$ cat config.mk
export PLATFORM = sky130hd
export DESIGN_NAME = cpu_stack_flat
export DESIGN_NICKNAME = d
export VERILOG_FILES = /design/src/rtl/cpu_stack_if.sv /design/src/rtl/cpu_stack.sv /design/src/flat_wrapper.sv
export SDC_FILE = /design/constraint.sdc
export NUM_CORES = 2
export LEC_CHECK = 0
export BUFFER_PORTS_ARGS = -buffer_cell sky130_fd_sc_hd__buf_4
export CAP_MARGIN = 20
export CORE_MARGIN = 5
export CORE_UTILIZATION = 35
export DETAILED_ROUTE_END_ITERATION = 16
export PLACE_DENSITY = 0.52
export REMOVE_ABC_BUFFERS = 1
export SYNTH_ARGS = -nofsm -noshare
export SYNTH_HDL_FRONTEND = slang
export SYNTH_SLANG_ARGS = --single-unit
$ cat constraint.sdc
create_clock -name clk -period 6.7 [get_ports clk]
set_input_delay 1.005 -clock clk [delete_from_list [all_inputs] [get_ports clk]]
set_output_delay 1.005 -clock clk [all_outputs]
set_load 0.1 [all_outputs]
$ cat src/rtl/cpu_stack_if.sv
// Stage-5 stack-update bundle and the stack state returned to the front of the pipeline.
// The master drives the update; the slave (cpu_stack) returns TOS/NOS, depth and error flags.
interface cpu_stack_if #(
  parameter int unsigned DW = 7
);
  logic          push_5a;
  logic [10:0]   to_pop_5a;
  logic [34:0]   to_push_5a;
  logic          clr_err;
  logic [34:0]   tos;
  logic [34:0]   nos;
  logic [DW-1:0] depth;
  logic          underflow;
  logic          overflow;

  modport master (
    output push_5a, to_pop_5a, to_push_5a, clr_err,
    input  tos, nos, depth, underflow, overflow
  );

  modport slave (
    input  push_5a, to_pop_5a, to_push_5a, clr_err,
    output tos, nos, depth, underflow, overflow
  );
endinterface

$ cat src/rtl/cpu_stack.sv
// Operand stack: atomic pop-then-push per cycle on a register-file stack,
// with registered TOS/NOS, depth and sticky underflow/overflow flags.
module cpu_stack #(
  parameter int unsigned DEPTH = 64,
  parameter int unsigned DW    = 7
) (
  input  logic         clk,
  input  logic         rst,
  cpu_stack_if.slave   st
);

  localparam int unsigned AW = $clog2(DEPTH);
  localparam int unsigned PW = (DW > 11) ? DW : 11;

  logic [34:0]   mem [DEPTH];

  logic [DW-1:0] depth_q, depth_d;
  logic [34:0]   tos_q, tos_d;
  logic [34:0]   nos_q, nos_d;
  logic          underflow_q, underflow_d;
  logic          overflow_q, overflow_d;

  logic [PW-1:0] pop_cnt;
  logic [PW-1:0] d_cur;
  logic [PW-1:0] d1;
  logic [DW-1:0] d1_n;
  logic          underflow_evt;
  logic          overflow_evt;
  logic          do_push;
  logic [AW-1:0] wr_idx;
  logic [AW-1:0] tos_idx;
  logic [AW-1:0] nos_idx;

  always_comb begin
    pop_cnt       = PW'(st.to_pop_5a);
    d_cur         = PW'(depth_q);
    underflow_evt = pop_cnt > d_cur;
    d1            = underflow_evt ? '0 : d_cur - pop_cnt;
    d1_n          = DW'(d1);
    do_push       = st.push_5a && (d1 < PW'(DEPTH));
    overflow_evt  = st.push_5a && !do_push;
    depth_d       = do_push ? d1_n + DW'(1) : d1_n;
    wr_idx        = AW'(d1_n);
    tos_idx       = AW'(depth_d - DW'(1));
    nos_idx       = AW'(depth_d - DW'(2));
  end

  // With a push, depth_d-2 == d1-1 and is below the write index, so the
  // pre-write memory read for NOS is exact in both the push and no-push case.
  always_comb begin
    tos_d = '0;
    nos_d = '0;
    if (do_push) begin
      tos_d = st.to_push_5a;
    end else if (depth_d >= DW'(1)) begin
      tos_d = mem[tos_idx];
    end
    if (depth_d >= DW'(2)) begin
      nos_d = mem[nos_idx];
    end
    underflow_d = underflow_evt || (underflow_q && !st.clr_err);
    overflow_d  = overflow_evt  || (overflow_q  && !st.clr_err);
  end

  always_ff @(posedge clk or posedge rst) begin
    if (rst) begin
      depth_q     <= '0;
      tos_q       <= '0;
      nos_q       <= '0;
      underflow_q <= 1'b0;
      overflow_q  <= 1'b0;
    end else begin
      depth_q     <= depth_d;
      tos_q       <= tos_d;
      nos_q       <= nos_d;
      underflow_q <= underflow_d;
      overflow_q  <= overflow_d;
    end
  end

  always_ff @(posedge clk) begin
    if (do_push && !rst) begin
      mem[wr_idx] <= st.to_push_5a;
    end
  end

  assign st.tos       = tos_q;
  assign st.nos       = nos_q;
  assign st.depth     = depth_q;
  assign st.underflow = underflow_q;
  assign st.overflow  = overflow_q;

endmodule

$ cat src/flat_wrapper.sv
// flat-port wrapper written by rule: the top's interface ports become plain ports
module cpu_stack_flat 
#(
  parameter int unsigned DEPTH = 64,
  parameter int unsigned DW    = 7
)
  (clk, rst, st_push_5a, st_to_pop_5a, st_to_push_5a, st_clr_err, st_tos, st_nos, st_depth, st_underflow, st_overflow);
  cpu_stack_if #(.DW(DW)) st_i ();
  input  logic clk;
  input  logic rst;
  input wire logic [$bits(st_i.push_5a)-1:0] st_push_5a;
  input wire logic [$bits(st_i.to_pop_5a)-1:0] st_to_pop_5a;
  input wire logic [$bits(st_i.to_push_5a)-1:0] st_to_push_5a;
  input wire logic [$bits(st_i.clr_err)-1:0] st_clr_err;
  output wire logic [$bits(st_i.tos)-1:0] st_tos;
  output wire logic [$bits(st_i.nos)-1:0] st_nos;
  output wire logic [$bits(st_i.depth)-1:0] st_depth;
  output wire logic [$bits(st_i.underflow)-1:0] st_underflow;
  output wire logic [$bits(st_i.overflow)-1:0] st_overflow;
  assign st_i.push_5a = st_push_5a;
  assign st_i.to_pop_5a = st_to_pop_5a;
  assign st_i.to_push_5a = st_to_push_5a;
  assign st_i.clr_err = st_clr_err;
  assign st_tos = st_i.tos;
  assign st_nos = st_i.nos;
  assign st_depth = st_i.depth;
  assign st_underflow = st_i.underflow;
  assign st_overflow = st_i.overflow;
  cpu_stack #(.DEPTH(DEPTH), .DW(DW)) u_core (.clk(clk), .rst(rst), .st(st_i));
endmodule
==> results.tsv <==
metric	value	unit
regToRegSetupSlack	0.73	ns
htree_levels	4	
die_w	575	um
min_period_over_period	89.1	%
period_needed	5.97	ns
max_slew_margin	18.1	%
worst_r2r_startpoint	u_core.st.depth[4]	
post_cts_buffers	0	
portBuffers	128	
worstReg2RegEnd	u_core.st.tos[0]	
hold_class	in2async	
leakagePower	44.4	nW
grt.overflow.total	0	
routedWlPerCell	34.2	um
yosys-top-cells-area	edfxtp_1 (60%), nand2_1 (8.2%), and3_1 (3.4%), a311oi_1 (3.4%), a211oi_1 (3.2%)	
seq_area_frac_synth	61.9	%
num_io_pins	129	
synth_top_flop_cell	edfxtp_1	
setup_violations	0	
ff2ff_path_depth	18	
crit_path_cell_trace	ha_1 -> nand2_1 -> a211oi_1 -> o21a_1 -> nand2_1 -> nor2_1 -> ha_1 -> buf_4 -> and2_1 -> o31a_1 -> nor2_4 -> buf_12 -> buf_4 -> buf_12 -> mux4_2 -> a211oi_1 -> o31ai_1 -> a31oi_1	
clock_sinks	2319	
yosysWarnings	0	
cts_tree	yes	
cp-end-kind	register	
placed_area	120000	um^2
synth_common_cells	nand2_1 (2454), edfxtp_1 (2240), and3_1 (612), a211oi_1 (480), clkbuf_1 (465)	
drv_cap	0	
die_h	575	um
synth-edff-count	2240	
cp-start-kind	register	
crit_end	u_core.st.tos[0]	
dp_hpwl	269	mm
final_nets	9696	
grt_pass1_vias	84900	
grt_pass1_wl	662	mm
vias	91000	
synthMostInstantiatedCell	nand2_1	
syn2layout_area_growth	15.2	%
clock.fmax	168	MHz
cts_made_buffers	247	
slowest_delay	0.73	ns
clk_pin_slew	0.07	ns
grt_max_degree	161	
grt_setup_unrepaired	false	
syn_area	112000	um^2
pwr-share-comb	6.9	%
power.internal	25.0	mW
drv_slew	0	
start_util	35.2	%
ir_worst_vdd	0.209	mV
critPathRequiredTime	7.56	ns
seq_power_share	49.0	%
syn_inst	9725	
swShare	23.4	%
worst_slew_pin_slew	1.22	ns
cts-hold-fix-buffers	0	
post_cts_resized	0	
path_max_fanout	126	
core_area	318000	um^2
status	finished clean	
synth_top_cell_by_area	edfxtp_1	
arrival	6.83	ns
die-area	331000	um^2
cts_buffer_depth	4	
pre_cts_ws	0.113	ns
place.gp.congestion	0.886	
antenna_found_initial	32	
num_rows	207	
synth-seq-cells	2319	
grt.total_usage	27.8	%
clock_skew	0.0579	ns
dr.pass1.iters	9	
slowest_stage	a211oi_1	
drc_errors	0	
wirelength	481	mm
async_flop_share	3.41	%
ant_nets	0	
power_frac_clock	44.0	%
routed_via_density	6.48	
crit_type	reg2reg	
drive_gt1_share	11.9	%
hold_violations	0	
yosys.area.top_type_share	60.2	%
power_switching	7.63	mW
final_area	129000	um^2
fin_ws	0.732	ns
synth_cell_types	82	
synth_area_per_cell	11.5	um^2
crit_path_start	u_core.st.depth[4]	
cts-root-buf	clkbuf_16	
drtIter0Drc	14700	
clk_latency	0.94	ns
power_density	253	nW/um^2
==> registers in the layout, summed over array words and instances, names as in the netlist <==
signal               count
u_core.mem            2240
u_core.st.depth          7
u_core.st.nos           35
u_core.st.overflow       1
u_core.st.tos           35
u_core.st.underflow      1
==> worst min-delay path by stage <==
stage                             start                  end  slack, ns  cells after the start
floorplan            u_core.mem[63][24]    u_core.st.tos[24]       0.66                      4
global placement    u_core.st.underflow  u_core.st.underflow       0.53                      2
detailed placement   u_core.st.overflow   u_core.st.overflow       0.53                      2
CTS                                 rst   u_core.st.depth[0]       0.16                      2
global route                        rst   u_core.st.depth[5]       0.19                      2
finish                              rst  u_core.st.underflow       0.19                      2
==> logic make-up after synthesis <==
logic type	after synthesis	synth area share (%)
compound gates	1960	13.0
xor+xnor	16	0.132
fa+ha+maj	10	0.119
buf+inv	916	3.40
flops	2319	61.9
mux	431	5.37
simple gates	4073	16.0
==> through the flow <==
stage	utilization [%]	cells	power (mW)	hold WS [ns]	setup TNS (ns)
2_1_floorplan	-	8832	17.8	0.658	-6042.00
3_3_place_gp	37.8	13600	18.5	0.527	0
3_5_place_dp	37.8	13600	18.5	0.533	0
4_1_cts	40.5	14000	32.7	0.158	0
5_1_grt	40.5	14000	33.4	0.185	0
6_report	40.5	14000	32.6	0.192	0
==> cell type report <==
cell class	count	area, um^2
Timing Repair Buffer	555	6330
Inverter	23	111
Tap cell	4180	5230
Fill cell	29500	189000
Sequential cell	2319	69200
Clock inverter	111	1440
Clock buffer	347	6900
Antenna cell	18	45.0
Multi-Input combinational cell	6490	39500
==> cell usage in the layout, fill, tap and decap left out, drive strengths merged, types with 79 or more instances in the layout <==
cell / count
and3: 613
mux4: 134
buf: 555
nor2: 294
a311oi: 433
a211oi: 480
nand3: 382
nand2: 2454
a21oi: 91
a31oi: 386
o221ai: 80
nor3: 219
dfrtp: 79
mux2i: 291
edfxtp: 2240
clkbuf: 347
o22ai: 124
o21ai: 88
==> power by group through the flow <==
stage | clock (mW) | combinational [mW] | sequential [mW]
2_1_floorplan | 0 | 1.39 | 16.4
3_3_place_gp | 0 | 2.19 | 16.3
3_5_place_dp | 0 | 2.21 | 16.3
4_1_cts | 14.5 | 2.22 | 16.0
5_1_grt | 15.1 | 2.37 | 16.0
6_report | 14.4 | 2.26 | 16.0
==> worst max-delay path, delay by kind of cell, from the launching register on <==
kind | cells | cell delay [ns]
compound gates | 6 | 1.80
buf+inv | 4 | 1.31
simple gates | 5 | 0.83
fa+ha+maj | 2 | 0.73
mux | 1 | 0.65
flops | 1 | 0.48
==> per-layer routing <==
layer | up-vias | part of all wire, % | track usage, %
met1 | 45900 | 38 | 37.3
met5 | - | 0.024 | 0
met2 | 6585 | 44 | 42.3
li1 | 37200 | - | -
met4 | 14 | 6.0 | 14.3
met3 | 1310 | 12 | 6.11
Note: power is estimated with default switching activity, not from simulation.
